`src/rtl/div_arbiter_pkg.sv`:
```
// Shared op codes, FSM state encodings and constants for the shared iterative divider.
package div_arbiter_pkg;

  localparam int unsigned DIV_XLEN = 32;
  localparam logic [DIV_XLEN-1:0] DIV_ZERO_QUO = 32'hFFFF_FFFF;

  typedef enum logic [1:0] {
    DIV_OP_DIV  = 2'b00,
    DIV_OP_MOD  = 2'b01,
    DIV_OP_DIVU = 2'b10,
    DIV_OP_MODU = 2'b11
  } div_op_e;

  typedef enum logic [2:0] {
    DIV_IDLE = 3'd0,
    DIV_PREP = 3'd1,
    DIV_CALC = 3'd2,
    DIV_FIX  = 3'd3,
    DIV_DONE = 3'd4
  } div_state_e;

  function automatic logic op_is_signed(div_op_e op);
    return (op == DIV_OP_DIV) || (op == DIV_OP_MOD);
  endfunction

  function automatic logic op_is_mod(div_op_e op);
    return (op == DIV_OP_MOD) || (op == DIV_OP_MODU);
  endfunction

endpackage

```
`src/rtl/div_core.sv`:
```
// Restoring shift-subtract datapath: one quotient bit per step on unsigned magnitudes.
module div_core
  import div_arbiter_pkg::*;
#(
  parameter int unsigned XLEN       = DIV_XLEN,
  parameter int unsigned ITER_CNT_W = 6
) (
  input  logic            clk,
  input  logic            rst_n,
  input  logic            start_i,
  input  logic            step_i,
  input  logic [XLEN-1:0] dividend_i,
  input  logic [XLEN-1:0] divisor_i,
  output logic            last_o,
  output logic [XLEN-1:0] quo_o,
  output logic [XLEN-1:0] rem_o
);

  logic [XLEN-1:0]       quo_q, quo_d, rem_q, rem_d, dsr_q, dsr_d;
  logic [ITER_CNT_W-1:0] cnt_q, cnt_d;
  logic [XLEN:0]         trial, diff;

  always_comb begin
    quo_d = quo_q;
    rem_d = rem_q;
    dsr_d = dsr_q;
    cnt_d = cnt_q;
    trial = {rem_q, quo_q[XLEN-1]};
    diff  = trial - {1'b0, dsr_q};
    if (start_i) begin
      quo_d = dividend_i;
      rem_d = '0;
      dsr_d = divisor_i;
      cnt_d = ITER_CNT_W'(XLEN);
    end else if (step_i) begin
      // diff MSB set means the trial subtraction borrowed: keep the shifted remainder
      rem_d = diff[XLEN] ? trial[XLEN-1:0] : diff[XLEN-1:0];
      quo_d = {quo_q[XLEN-2:0], ~diff[XLEN]};
      cnt_d = cnt_q - ITER_CNT_W'(1);
    end
  end

  always_ff @(posedge clk or negedge rst_n) begin
    if (!rst_n) begin
      quo_q <= '0;
      rem_q <= '0;
      dsr_q <= '0;
      cnt_q <= '0;
    end else begin
      quo_q <= quo_d;
      rem_q <= rem_d;
      dsr_q <= dsr_d;
      cnt_q <= cnt_d;
    end
  end

  assign last_o = (cnt_q == ITER_CNT_W'(1));
  assign quo_o  = quo_q;
  assign rem_o  = rem_q;

endmodule

```
`src/rtl/div_arbiter.sv`:
```
// Round-robin shared divider for two EX lanes with per-lane stall requests.
// Optional DIV_EARLY_OUT_EN: skip iteration when |dividend| < |divisor|.
module div_arbiter
  import div_arbiter_pkg::*;
#(
  parameter int unsigned XLEN       = DIV_XLEN,
  parameter int unsigned ITER_CNT_W = 6
) (
  input  logic            clk,
  input  logic            rst,
  input  logic            flush,
  input  logic            req0,
  input  logic [1:0]      op0,
  input  logic [XLEN-1:0] src1_0,
  input  logic [XLEN-1:0] src2_0,
  input  logic            req1,
  input  logic [1:0]      op1,
  input  logic [XLEN-1:0] src1_1,
  input  logic [XLEN-1:0] src2_1,
  output logic            done0,
  output logic [XLEN-1:0] result0,
  output logic            done1,
  output logic [XLEN-1:0] result1,
  output logic            stallreq0,
  output logic            stallreq1,
  output logic            busy
);

  div_state_e      state_q, state_d;
  div_op_e         op_q;
  logic            last_grant_q, lane_q, qneg_q, rneg_q;
  logic [XLEN-1:0] a_q, b_q;
  logic            done0_q, done1_q;
  logic [XLEN-1:0] result0_q, result1_q;

  logic            grant, grant_lane, core_start, core_step, core_last, fin_wr, early_hit;
  logic            is_mod, a_neg, b_neg;
  logic [XLEN-1:0] a_abs, b_abs, core_quo, core_rem, q_mag, r_mag, q_fix, r_fix, fin_val;

  assign is_mod = op_is_mod(op_q);
  assign a_neg  = op_is_signed(op_q) & a_q[XLEN-1];
  assign b_neg  = op_is_signed(op_q) & b_q[XLEN-1];
  assign a_abs  = a_neg ? -a_q : a_q;
  assign b_abs  = b_neg ? -b_q : b_q;

`ifdef DIV_EARLY_OUT_EN
  logic early_q;
  assign early_hit = (a_abs < b_abs);
  assign q_mag     = early_q ? '0 : core_quo;
  assign r_mag     = early_q ? a_abs : core_rem;

  always_ff @(posedge clk or negedge rst) begin
    if (!rst)                      early_q <= 1'b0;
    else if (state_q == DIV_PREP)  early_q <= early_hit;
  end
`else
  assign early_hit = 1'b0;
  assign q_mag     = core_quo;
  assign r_mag     = core_rem;
`endif

  assign q_fix = qneg_q ? -q_mag : q_mag;
  assign r_fix = rneg_q ? -r_mag : r_mag;

  always_comb begin
    state_d    = state_q;
    grant      = 1'b0;
    grant_lane = last_grant_q;
    core_start = 1'b0;
    core_step  = 1'b0;
    fin_wr     = 1'b0;
    fin_val    = '0;
    case (state_q)
      DIV_IDLE: begin
        if (!flush && (req0 || req1)) begin
          grant      = 1'b1;
          grant_lane = (req0 && req1) ? ~last_grant_q : req1;
          state_d    = DIV_PREP;
        end
      end
      DIV_PREP: begin
        if (flush) begin
          state_d = DIV_IDLE;
        end else if (b_q == '0) begin
          fin_wr  = 1'b1;
          fin_val = is_mod ? a_q : XLEN'(DIV_ZERO_QUO);
          state_d = DIV_DONE;
        end else if (early_hit) begin
          state_d = DIV_FIX;
        end else begin
          core_start = 1'b1;
          state_d    = DIV_CALC;
        end
      end
      DIV_CALC: begin
        core_step = 1'b1;
        if (flush)          state_d = DIV_IDLE;
        else if (core_last) state_d = DIV_FIX;
      end
      DIV_FIX: begin
        if (flush) begin
          state_d = DIV_IDLE;
        end else begin
          fin_wr  = 1'b1;
          fin_val = is_mod ? r_fix : q_fix;
          state_d = DIV_DONE;
        end
      end
      DIV_DONE: state_d = DIV_IDLE;
      default:  state_d = DIV_IDLE;
    endcase
  end

  always_ff @(posedge clk or negedge rst) begin
    if (!rst) begin
      state_q      <= DIV_IDLE;
      last_grant_q <= 1'b1;
      lane_q       <= 1'b0;
      op_q         <= DIV_OP_DIV;
      a_q          <= '0;
      b_q          <= '0;
      qneg_q       <= 1'b0;
      rneg_q       <= 1'b0;
      done0_q      <= 1'b0;
      done1_q      <= 1'b0;
      result0_q    <= '0;
      result1_q    <= '0;
    end else begin
      state_q <= state_d;
      if (grant) begin
        lane_q       <= grant_lane;
        last_grant_q <= grant_lane;
        op_q         <= grant_lane ? div_op_e'(op1) : div_op_e'(op0);
        a_q          <= grant_lane ? src1_1 : src1_0;
        b_q          <= grant_lane ? src2_1 : src2_0;
      end
      if (state_q == DIV_PREP) begin
        qneg_q <= a_neg ^ b_neg;
        rneg_q <= a_neg;
      end
      done0_q <= fin_wr & ~lane_q;
      done1_q <= fin_wr & lane_q;
      if (fin_wr & ~lane_q) result0_q <= fin_val;
      if (fin_wr & lane_q)  result1_q <= fin_val;
    end
  end

  div_core #(
    .XLEN       (XLEN),
    .ITER_CNT_W (ITER_CNT_W)
  ) u_core (
    .clk        (clk),
    .rst_n      (rst),
    .start_i    (core_start),
    .step_i     (core_step),
    .dividend_i (a_abs),
    .divisor_i  (b_abs),
    .last_o     (core_last),
    .quo_o      (core_quo),
    .rem_o      (core_rem)
  );

  assign done0     = done0_q;
  assign done1     = done1_q;
  assign result0   = result0_q;
  assign result1   = result1_q;
  assign stallreq0 = req0 & ~done0_q;
  assign stallreq1 = req1 & ~done1_q;
  assign busy      = (state_q != DIV_IDLE);

endmodule

```
`config.mk`:
```
export PLATFORM = sky130hd
export DESIGN_NAME = div_arbiter
export DESIGN_NICKNAME = d
export VERILOG_FILES = /design/src/rtl/div_arbiter_pkg.sv /design/src/rtl/div_core.sv /design/src/rtl/div_arbiter.sv
export SDC_FILE = /design/constraint.sdc
export NUM_CORES = 1
export LEC_CHECK = 0
export BUFFER_PORTS_ARGS = -buffer_cell sky130_fd_sc_hd__buf_4
export CORE_AREA = 4 4 165 167
export DETAILED_ROUTE_END_ITERATION = 7
export DIE_AREA = 0 0 169 171
export PLACE_DENSITY = 0.9
export SLEW_MARGIN = 20
export SYNTH_ARGS = -nofsm -noshare
export SYNTH_HDL_FRONTEND = slang
export SYNTH_SLANG_ARGS = --single-unit
```
`constraint.sdc`:
```
create_clock -name clk -period 3.5 [get_ports clk]
set_clock_uncertainty 0.15 [all_clocks]
set_input_delay 0.7 -clock clk [delete_from_list [all_inputs] [get_ports clk]]
set_output_delay 0.7 -clock clk [all_outputs]
set_load 0.005 [all_outputs]
```
==> reports/results.ini <==
[finish]
diodes=0
layout-area-overhead-vs-synth_pct=19.4
drive_gt1_share_pct=18.0
fin_util_pct=69.5
finish.net_count=2079

[status]
outcome=finished, final reports clean

[logic_synthesis]
async_reset_ff_share_pct=100
synth.top_cell.area_share_pct=40.0
synth_most_common_cell=dfrtp_1
net_count_synth=1898
number_of_enable_flip_flop_cells_after_synthesis=0
synthesis.area_um2=15000
post_synthesis_area_per_instance_um2=8.72
synthesis.instances=1722
synth_warnings=0
synth-main-ff-cell=dfrtp_1
synth.area.top_cells=dfrtp_1 (40%), xnor2_1 (5.9%), a21oi_1 (5.9%), mux2i_1 (5.1%), nand2_1 (4.9%)
synth_seq_area_share_pct=40.2
library_cell_with_the_largest_summed_area_after_synthesis=dfrtp_1
synth.lib_cells_used.distinct=74
synth.top_cells.by_count=dfrtp_1 (240), nand2_1 (197), a21oi_1 (176)
synth-seq-cells=241

[sta]
setup_violating_endpoint_count_in_the_final_report=0
tightest_slew_ns=0.913
totalNegativeSetupSlack_ns=0
report.final.hold_viol_count=0
layout_worst_path_cycle_share_pct=97.3
finalMaxSlewViolations=0
min_period_ns=3.41
clock.fmax_mhz=294
timing.slew.headroom_pct=39.1

[floorplanning]
die-height_um=171
design.core.area_um2=25800
num_rows=59
dieWidth_um=169
initial_core_util_pct=58.3
floorplan.die_area_um2=28900
ioPinCount=206

[placed_design]
gpl_congestion=0.944
number_of_port_buffers=205
dp_hpwl_um=30900

[clocking]
tritoncts.num_buffers=25
cts_buffer_depth=3
number_of_clock_sinks=241
clkLatencyLatePin_ns=0.53
h-tree-depth=1
cts-root-buf=clkbuf_16
cts.clk_slew.worst_paths_ns=0.06
tritoncts=done

[critical_path]
crit_type=flip-flop to flip-flop
cp-start-kind=flip-flop
crit_path_top_delay_cell=or4_4
setup.worst_path.end_class=flip-flop
largest_stage_delay_worst_path_ns=0.60
cp.buffers_inverters=2
required_ns=3.78
worst-r2r-cell-count=10
crit_family=simple AND/OR/NAND/NOR gates
cp_cell_sequence=or4_1, nor3_1, nand4_1, or4_4, nor3_4, buf_12, a21o_1, a222oi_1, buf_4, o21ai_0
worst_r2r_startpoint=b_q[20]
rrSetupSlack_ns=0.09
worst_ep_arrival_time_ns=3.69
reg2reg_to=result1[26]
crit_fanout=51

[min_path]
min_delay_path_depth=2
worstHoldEndpoint=state_q[0]
hold_path_startpoint=flush
min-delay-path-class=primary input to flip-flop

[route]
drc=0
totalWireLength_um=42600
drtAntennaViolNets=0
drt_pre_antenna_iters=6
wl_per_cell_um=18.9
via_per_inst=6.20
number_of_drc_violations_after_detailed_routing_iteration_0=1348
vias=14000

[pwr]
ir_worst_vdd_uv=548
p_leak_nw=8.10
power.density_cell_area_nw_per_um2=867

[grt]
globalRouteOverflowTotal=0
grt_first_pass_wirelength_um=68600
groute.usage.overall_pct=28.4
grt_max_degree=95
initial_antenna_violation_count=0
grt_pass1_vias=13600

[flow_run]
max_capacitance_violation_total=0

metrics by stage:
stage	std cells	total power, mW	setup WS (ns)	hold WS [ns]	area, um^2
2_1_floorplan	1722	10.3	0.285	0.254	15000
3_3_place_gp	2207	12.3	0.0694	0.312	17100
3_5_place_dp	2207	12.6	0.0187	0.322	17100
4_1_cts	2253	15.3	0.0541	0.238	17800
5_1_grt	2256	16.6	-0.0444	0.267	17900
6_report	2256	15.5	0.0944	0.256	17900
per-layer routing:
layer | share of wire, % | track usage [%]
met1 | 39 | 36.8
met2 | 48 | 48.4
met3 | 9.9 | 4.60
met4 | 3.6 | 10.5
met5 | 0 | 0
layout by cell type (no fill, tap or decap), types with 8 or more instances in the layout:
cell type  count
buf_12        10
nand3_1       18
or3_1         12
mux2i_1       77
a221o_1       18
o31ai_1       29
nand2_1      197
clkbuf_16     26
nor3_1        20
dfrtp_1      240
buf_4        249
or4_1         10
xnor2_1      101
a31oi_1        8
inv_1         57
nand2b_1      10
nor4_1        10
a21oi_1      175
a22oi_1       21
nor2b_1       10
clkinv_2      11
a21o_1        23
xor2_1        48
o41ai_1       15
nor2_1       155
o21ai_1       49
ha_1          38
o21ai_0      136
cell families (layout without fill, tap and decap cells):
group	after synthesis	after routing	share of synthesized area [%]
flops	241	241	40.2
buf+inv	165	364	4.59
fa+ha+maj	39	39	3.30
simple gates	497	497	15.4
mux	88	88	5.96
xor+xnor	149	149	8.69
compound gates	543	543	21.9
worst max-delay path by stage:
stage / to / from / depth (start not counted)
after floorplan: u_core.rem_o[31] / u_core.quo_o[31] / 13
after CTS: u_core.rem_o[17] / u_core.quo_o[31] / 14
final: result1[26] / b_q[20] / 10
after global placement: result1[30] / u_core.rem_o[9] / 9
after detailed placement: u_core.rem_o[29] / u_core.quo_o[31] / 14
after global routing: result0[26] / b_q[20] / 10
power breakdown:
group	switching [mW]	internal, mW	leakage [nW]
clock network	1.15	1.41	0.391
registers	1.21	3.65	3.01
logic	4.53	3.59	4.69
total	6.89	8.65	8.10
state kept, by name, summed over array words and instances, names as in the netlist, 6 cells and up:
name	cells
a_q	32
b_q	32
result0	32
result1	32
u_core.dsr_q	32
u_core.quo_o	32
u_core.rem_o	32
u_core.cnt_q	6
repair_timing:
| action | 4_1_cts | 5_1_grt |
|---|---|---|
| endpoints found under the setup margin | 2 | 61 |
| resized for setup | 2 | 9 |
| hold buffers | 1 | 0 |
| pin swaps | 0 | 2 |
| setup buffers | 0 | 2 |
| endpoints found under the hold margin | 18 | 0 |
| gates cloned | 0 | 1 |
cell type report:
class | count | area [um^2]
Clock buffer | 27 | 643
Fill cell | 1876 | 7850
Clock inverter | 18 | 135
Sequential cell | 241 | 6030
Tap cell | 335 | 419
Inverter | 57 | 214
Multi-Input combinational cell | 1316 | 8350
Timing Repair Buffer | 262 | 2120
No activity file was read; power rests on OpenSTA's default activity.
